===== src/rtl/nn_ctrl_pkg.sv =====
// Shared types and defaults for the network sequencer slice.
//   seq_state_e       : sequencer FSM states
//   DefaultTimeout... : default per-layer watchdog limit
//   DefaultLatency... : default latency counter width
//   clog2_min1()      : $clog2 clamped to a minimum width of 1
package nn_ctrl_pkg;

   typedef enum logic [2:0] {
      StIdle,
      StClear,
      StRun,
      StDone,
      StError
   } seq_state_e;

   localparam int unsigned DefaultTimeoutCycles = 1024;
   localparam int unsigned DefaultLatencyWidth  = 16;

   function automatic int unsigned clog2_min1(input int unsigned n);
      return (n <= 1) ? 1 : $clog2(n);
   endfunction

endpackage


===== src/rtl/seq_watchdog.sv =====
// Per-layer watchdog counter.
//   clk_i      : clock
//   rst_i      : asynchronous active-high reset
//   clear_i    : restart the count at zero
//   enable_i   : layer is running, count this cycle
//   expired_o  : this enabled cycle is the last one allowed (TimeoutCycles enabled cycles seen)
module seq_watchdog
   import nn_ctrl_pkg::*;
#(
   parameter int unsigned TimeoutCycles = DefaultTimeoutCycles
) (
   input  logic clk_i,
   input  logic rst_i,
   input  logic clear_i,
   input  logic enable_i,
   output logic expired_o
);

   localparam int unsigned CntWidth = clog2_min1(TimeoutCycles);
   localparam logic [CntWidth-1:0] LastCnt = CntWidth'(TimeoutCycles - 1);

   logic [CntWidth-1:0] count_q, count_d;

   always_comb begin
      count_d = count_q;
      if (clear_i) begin
         count_d = '0;
      end else if (enable_i && (count_q != LastCnt)) begin
         count_d = count_q + 1'b1;
      end
   end

   // Combinational so the sequencer can leave RUN at the end of the limit cycle; done has priority
   // in the caller.
   assign expired_o = enable_i && (count_q == LastCnt);

   always_ff @(posedge clk_i or posedge rst_i) begin
      if (rst_i) begin
         count_q <= '0;
      end else begin
         count_q <= count_d;
      end
   end

endmodule


===== src/rtl/network_sequencer.sv =====
// Sequences one inference through numLayers chained layers: accept input, then clear / enable /
// capture each layer in turn, then hold the result until consumed. Per-layer watchdog drops into
// a sticky ERROR state; a saturating counter measures accept-to-result latency.
//   inValid/inReady        : input vector handshake; inCapture pulses on accept
//   layerClear/Capture     : one-hot pulses for layer k
//   layerEnable/layerDone  : one-hot run level and per-layer completion
//   resultValid/Ready      : result handshake
//   busy, error, errorLayer, errClear : status and error recovery
//   latency                : cycles from accept to result of the last completed inference
module network_sequencer
   import nn_ctrl_pkg::*;
#(
   parameter int unsigned numLayers     = 2,
   parameter int unsigned timeoutCycles = DefaultTimeoutCycles,
   parameter int unsigned latencyWidth  = DefaultLatencyWidth,
   localparam int unsigned IdxWidth     = clog2_min1(numLayers)
) (
   input  logic                    clk,
   input  logic                    reset,
   input  logic                    inValid,
   output logic                    inReady,
   output logic                    inCapture,
   output logic [numLayers-1:0]    layerClear,
   output logic [numLayers-1:0]    layerEnable,
   input  logic [numLayers-1:0]    layerDone,
   output logic [numLayers-1:0]    layerCapture,
   output logic                    resultValid,
   input  logic                    resultReady,
   output logic                    busy,
   output logic                    error,
   output logic [IdxWidth-1:0]     errorLayer,
   input  logic                    errClear,
   output logic [latencyWidth-1:0] latency
);

   localparam logic [IdxWidth-1:0] LastIdx = IdxWidth'(numLayers - 1);

   function automatic logic [numLayers-1:0] onehot(input logic [IdxWidth-1:0] idx);
      logic [numLayers-1:0] v;
      v      = '0;
      v[idx] = 1'b1;
      return v;
   endfunction

   seq_state_e              state_q, state_d;
   logic [IdxWidth-1:0]     k_q, k_d;
   logic [latencyWidth-1:0] lat_cnt_q, lat_cnt_d, lat_cnt_inc;
   logic [latencyWidth-1:0] latency_q, latency_d;
   logic                    error_q, error_d;
   logic [IdxWidth-1:0]     error_layer_q, error_layer_d;
   logic                    in_ready_q, in_ready_d;
   logic                    in_capture_q, in_capture_d;
   logic [numLayers-1:0]    clear_q, clear_d;
   logic [numLayers-1:0]    enable_q, enable_d;
   logic [numLayers-1:0]    capture_q, capture_d;
   logic                    result_valid_q, result_valid_d;
   logic                    busy_q, busy_d;
   logic                    wd_clear, wd_expired;

   seq_watchdog #(
      .TimeoutCycles(timeoutCycles)
   ) u_watchdog (
      .clk_i    (clk),
      .rst_i    (reset),
      .clear_i  (wd_clear),
      .enable_i (state_q == StRun),
      .expired_o(wd_expired)
   );

   assign lat_cnt_inc = (lat_cnt_q == {latencyWidth{1'b1}}) ? lat_cnt_q : lat_cnt_q + 1'b1;

   always_comb begin
      state_d       = state_q;
      k_d           = k_q;
      lat_cnt_d     = lat_cnt_q;
      latency_d     = latency_q;
      error_d       = error_q;
      error_layer_d = error_layer_q;
      in_capture_d  = 1'b0;
      clear_d       = '0;
      capture_d     = '0;
      wd_clear      = 1'b0;

      unique case (state_q)
         StIdle: begin
            if (inValid) begin
               state_d      = StClear;
               k_d          = '0;
               in_capture_d = 1'b1;
               clear_d      = onehot('0);
               lat_cnt_d    = latencyWidth'(1);
            end
         end
         StClear: begin
            state_d   = StRun;
            wd_clear  = 1'b1;
            lat_cnt_d = lat_cnt_inc;
         end
         StRun: begin
            lat_cnt_d = lat_cnt_inc;
            if (layerDone[k_q]) begin
               capture_d = onehot(k_q);
               if (k_q == LastIdx) begin
                  state_d   = StDone;
                  latency_d = lat_cnt_q;
               end else begin
                  state_d = StClear;
                  k_d     = k_q + 1'b1;
                  clear_d = onehot(k_q + 1'b1);
               end
            end else if (wd_expired) begin
               state_d       = StError;
               error_d       = 1'b1;
               error_layer_d = k_q;
            end
         end
         StDone: begin
            if (resultReady) begin
               state_d = StIdle;
            end
         end
         StError: begin
            if (errClear) begin
               state_d = StIdle;
               error_d = 1'b0;
            end
         end
         default: state_d = StIdle;
      endcase

      // Level outputs are registered copies of the next state.
      in_ready_d     = (state_d == StIdle);
      result_valid_d = (state_d == StDone);
      busy_d         = (state_d == StClear) || (state_d == StRun) || (state_d == StDone);
      enable_d       = (state_d == StRun) ? onehot(k_d) : '0;
   end

   always_ff @(posedge clk or posedge reset) begin
      if (reset) begin
         state_q        <= StIdle;
         k_q            <= '0;
         lat_cnt_q      <= '0;
         latency_q      <= '0;
         error_q        <= 1'b0;
         error_layer_q  <= '0;
         in_ready_q     <= 1'b1;
         in_capture_q   <= 1'b0;
         clear_q        <= '0;
         enable_q       <= '0;
         capture_q      <= '0;
         result_valid_q <= 1'b0;
         busy_q         <= 1'b0;
      end else begin
         state_q        <= state_d;
         k_q            <= k_d;
         lat_cnt_q      <= lat_cnt_d;
         latency_q      <= latency_d;
         error_q        <= error_d;
         error_layer_q  <= error_layer_d;
         in_ready_q     <= in_ready_d;
         in_capture_q   <= in_capture_d;
         clear_q        <= clear_d;
         enable_q       <= enable_d;
         capture_q      <= capture_d;
         result_valid_q <= result_valid_d;
         busy_q         <= busy_d;
      end
   end

   assign inReady      = in_ready_q;
   assign inCapture    = in_capture_q;
   assign layerClear   = clear_q;
   assign layerEnable  = enable_q;
   assign layerCapture = capture_q;
   assign resultValid  = result_valid_q;
   assign busy         = busy_q;
   assign error        = error_q;
   assign errorLayer   = error_layer_q;
   assign latency      = latency_q;

endmodule


===== config.mk =====
export PLATFORM = sky130hd
export DESIGN_NAME = network_sequencer
export DESIGN_NICKNAME = d
export VERILOG_FILES = /design/src/rtl/nn_ctrl_pkg.sv /design/src/rtl/seq_watchdog.sv /design/src/rtl/network_sequencer.sv
export SDC_FILE = /design/constraint.sdc
export NUM_CORES = 1
export LEC_CHECK = 0
export BUFFER_PORTS_ARGS = -buffer_cell sky130_fd_sc_hd__buf_2
export CORE_ASPECT_RATIO = 1.75
export CORE_MARGIN = 5
export CORE_UTILIZATION = 35
export CTS_CLUSTER_SIZE = 30
export DETAILED_ROUTE_END_ITERATION = 6
export PLACE_DENSITY = 0.55
export SLEW_MARGIN = 20
export SYNTH_ARGS = -nofsm -noshare
export SYNTH_HDL_FRONTEND = slang
export SYNTH_SLANG_ARGS = --single-unit

===== constraint.sdc =====
create_clock -name clk -period 2.3 [get_ports clk]
set_input_delay 0.23 -clock clk [delete_from_list [all_inputs] [get_ports clk]]
set_output_delay 0.23 -clock clk [all_outputs]
set_load 0.05 [all_outputs]

==> metrics.txt <==
# TYPE chip_impl_metric gauge
chip_impl_metric{name="met3RoutedLength",unit="um"} 208
chip_impl_metric{name="cts_resized",unit=""} 0
chip_impl_metric{name="syn_avg_cell_area",unit="um2"} 10.9
chip_impl_metric{name="place.gp.congestion",unit=""} 0.827
chip_impl_metric{name="cp_slowest_stage_delay",unit="ns"} 0.55
chip_impl_metric{name="drv_slew",unit=""} 0
chip_impl_info{name="routed.top_layer",value="met4"} 1
chip_impl_metric{name="worstSkewPairLatency",unit="ns"} 0.32
chip_impl_metric{name="yosysSeqAreaShare",unit=""} 0.523
chip_impl_metric{name="clock_skew",unit="ns"} 0.00415
chip_impl_info{name="grt_setup_unrepaired",value="no"} 1
chip_impl_metric{name="timing.final.crit_share",unit=""} 0.814
chip_impl_info{name="min_path_type",value="primary input to flip-flop"} 1
chip_impl_metric{name="grt_start_max_net_pins",unit=""} 33
chip_impl_metric{name="tritoncts.num_buffers",unit=""} 9
chip_impl_metric{name="grtUsageTotal",unit=""} 0.133
chip_impl_info{name="endpoint_kind",value="flip-flop"} 1
chip_impl_metric{name="sequential_cell_area",unit="um2"} 1430
chip_impl_metric{name="post_synthesis_cell_area",unit="um2"} 2730
chip_impl_info{name="clock_tree_from_tritoncts",value="yes"} 1
chip_impl_metric{name="die_width",unit="um"} 76.7
chip_impl_metric{name="achievable_frequency",unit="MHz"} 534
chip_impl_info{name="mostFrequentLayoutCell",value="sky130_fd_sc_hd__dfrtp_1"} 1
chip_impl_metric{name="stdcell_area",unit="um2"} 3280
chip_impl_metric{name="tightest_slew",unit="ns"} 0.562
chip_impl_info{name="critical_path_class",value="flip-flop to flip-flop"} 1
chip_impl_info{name="path_cells",value="ha_1, nand3_2, or4b_1, a311oi_2, xnor2_1, nor2_1"} 1
chip_impl_metric{name="final.fill_count",unit=""} 764
chip_impl_metric{name="placementRows",unit=""} 42
chip_impl_metric{name="worstPathMaxFanout",unit=""} 5
chip_impl_metric{name="totalWireLength",unit="mm"} 5.91
chip_impl_metric{name="vias_after_detailed_routing",unit=""} 2050
chip_impl_metric{name="drt-met1-wl",unit="mm"} 2.30
chip_impl_info{name="layout_common_cells",value="sky130_fd_sc_hd__dfrtp_1, sky130_fd_sc_hd__buf_2, sky130_fd_sc_hd__nor2_1"} 1
chip_impl_metric{name="multi_input_area",unit="um2"} 1190
chip_impl_metric{name="grt_first_pass_wirelength",unit="mm"} 10.4
chip_impl_metric{name="yosysWarnings",unit=""} 0
chip_impl_metric{name="placement.cell_area",unit="um2"} 3000
chip_impl_metric{name="vdd_drop_max",unit="V"} 0.000546
chip_impl_metric{name="area_delta_synth_final",unit="%"} 20.2
chip_impl_info{name="cts_root_buf",value="sky130_fd_sc_hd__clkbuf_16"} 1
chip_impl_metric{name="timing.critical_path.required",unit="ns"} 2.50
chip_impl_metric{name="maxSlewHeadroom",unit=""} 0.625
chip_impl_metric{name="htree_num_levels",unit=""} 3
chip_impl_metric{name="top_level_ports",unit=""} 35
chip_impl_metric{name="overall_power_after_layout",unit="mW"} 4.16
chip_impl_metric{name="cts_clock_pin_slew_for_the_worst_setup_and_hold_paths",unit="ns"} 0.05
chip_impl_metric{name="remaining_drc_errors",unit=""} 0
chip_impl_metric{name="cts_num_sinks",unit=""} 57
chip_impl_metric{name="drt_iter0_drc",unit=""} 109
chip_impl_metric{name="clk_path_buf_depth",unit=""} 2
chip_impl_metric{name="final.setup.tns",unit="ns"} 0
chip_impl_metric{name="die_area",unit="um2"} 9730
chip_impl_metric{name="gr-total-overflow",unit=""} 0
chip_impl_metric{name="power-per-cell-area",unit="nW/um2"} 1270
chip_impl_metric{name="post_route_cells_drive_above_1_share",unit=""} 0.289
chip_impl_metric{name="synth_fp_nets",unit=""} 260
chip_impl_info{name="crit_path_top_delay_cell",value="sky130_fd_sc_hd__or4b_1"} 1
chip_impl_metric{name="post_cts.repair.setup_buffers",unit=""} 0
chip_impl_metric{name="antenna_violations_before_repair",unit=""} 0
chip_impl_metric{name="route.detailed.vias_per_inst",unit=""} 5.27
chip_impl_info{name="critical_path.startpoint_type",value="flip-flop"} 1
chip_impl_metric{name="cp.arrival",unit="ns"} 2.08
chip_impl_metric{name="static-leakage-power",unit="nW"} 1.54
chip_impl_metric{name="setup-violations-final",unit=""} 0
chip_impl_metric{name="routedWlPerCell",unit="um"} 15.2
chip_impl_metric{name="ant_nets",unit=""} 0
chip_impl_metric{name="die_height",unit="um"} 127
chip_impl_metric{name="hpwlAfterDp",unit="mm"} 4.29
chip_impl_metric{name="hold_viol_final",unit=""} 0
chip_impl_metric{name="floorplan.core_area",unit="um2"} 7570
chip_impl_metric{name="start_util",unit=""} 0.360
chip_impl_info{name="run_status",value="complete, no violations"} 1
chip_impl_metric{name="portBuffers",unit=""} 34
chip_impl_metric{name="synth.lib_cells_used.distinct",unit=""} 49
chip_impl_metric{name="antenna_cells",unit=""} 0
chip_impl_metric{name="max_cap_viol_count",unit=""} 0
chip_impl_metric{name="final_core_util",unit=""} 0.433
chip_impl_metric{name="postSynthRegisterBits",unit=""} 57
chip_impl_metric{name="design.final.nets",unit=""} 305
chip_impl_metric{name="postSynthCellCount",unit=""} 251
chip_impl_metric{name="min_period",unit="ns"} 1.87
chip_impl_metric{name="met2WireLength",unit="mm"} 3.22
chip_impl_metric{name="first_global_vias",unit=""} 2147
chip_impl_metric{name="drt_first_pass_iters",unit=""} 5
==> synthesized netlist by cell type (all sizes together) <==
master,number,area (um2)
and3,8,53.8
buf,7,67.6
a311oi,1,15.0
and2,2,12.5
or4b,1,10.0
a41oi,1,8.76
or4,1,7.51
and2b,1,7.51
or3,5,31.3
mux2,17,191
nor2,30,113
nor3,6,30.0
xnor2,7,68.8
o31ai,2,20.0
nand3,12,70.1
nor4,3,25.0
dfstp,1,26.3
nor3b,3,33.8
a22o,1,8.76
a21oi,14,73.8
a31oi,4,25.0
mux2i,3,30.0
o311ai,1,26.3
or2,1,8.76
nand2,20,75.1
ha,2,25.0
dfrtp,56,1400
o21ai,18,90.1
o41ai,1,27.5
xor2,3,26.3
inv,6,22.5
and4b,1,10.0
nand4,6,37.5
nand2b,1,6.26
clkbuf,3,22.5
and4,2,18.8
==> worst max-delay path: cells and delay by family, from the launching register on <==
kind            cells  cell delay (ns)
compound gates      1             0.24
xor+xnor            1             0.15
fa+ha+maj           1             0.25
flops               1             0.40
simple gates        3             0.72
==> kinds of logic (layout without fill, tap and decap cells) <==
family	Yosys count	count (layout)	share of synthesized area
xor gates and xnor gates	10	10	0.0349
buffers and inverters	16	66	0.0413
and+or+nand+nor	103	103	0.202
AOI/OAI and AO/OA	43	43	0.108
adders and majority gates	2	2	0.00917
DFF	57	57	0.523
muxes	20	20	0.0812
==> stage by stage <==
step | instances | setup WS [ns] | hold WS (ns)
after global placement | 372 | 0.455 | 0.322
after CTS | 389 | 0.436 | 0.134
after global routing | 389 | 0.297 | 0.151
final | 389 | 0.427 | 0.146
after floorplan | 251 | 0.549 | 0.337
after detailed placement | 372 | 0.444 | 0.323
==> path summary, 6_finish.rpt <==
| path | startpoint | end | slack (ns) | cells past startpoint |
|---|---|---|---|---|
| worst max-delay path | lat_cnt_q[1] | lat_cnt_q[14] | 0.43 | 6 |
| worst min-delay path | errClear | state_q[2] | 0.15 | 2 |
| worst max register to register | lat_cnt_q[1] | lat_cnt_q[14] | 0.43 | 6 |
| worst min register to register | latency[2] | latency[2] | 0.50 | 1 |
| max in group asynchronous | reset | u_watchdog.count_q[4] | 1.23 | 4 |
| min in group asynchronous | reset | latency[15] | 0.51 | 3 |
==> per-layer routing <==
| metal | global-route usage | vias up |
|---|---|---|
| met5 | 0 | - |
| met3 | 0.0298 | 13 |
| li1 | - | 990 |
| met2 | 0.234 | 42 |
| met1 | 0.142 | 1005 |
| met4 | 0.0803 | 0 |
==> registers in the layout, indices dropped and copies added (netlist names) <==
signal / cells
resultValid: 1
layerEnable: 2
layerCapture: 2
busy: 1
u_watchdog.count_q: 10
k_q: 1
state_q: 3
error: 1
inReady: 1
errorLayer: 1
inCapture: 1
lat_cnt_q: 16
latency: 16
layerClear: 1
==> power breakdown <==
part	switching (mW)	internal [mW]
registers	0.213	1.22
logic	1.02	0.505
clock network	0.408	0.786
total	1.65	2.51
==> cell type report <==
cell class              instances  area share
well taps                      88      0.0336
inverters                       6     0.00687
multi-input cells             178       0.362
repair buffers                 44      0.0794
flip-flops and latches         57       0.435
clock buffers                  16      0.0828
==> repair_timing <==
item / 4_1_cts / 5_1_grt
hold buffers: 1 / 0
endpoints found under the setup margin: 0 / 0
endpoints found under the hold margin: 24 / 0
(Power assumes the default switching activity.)
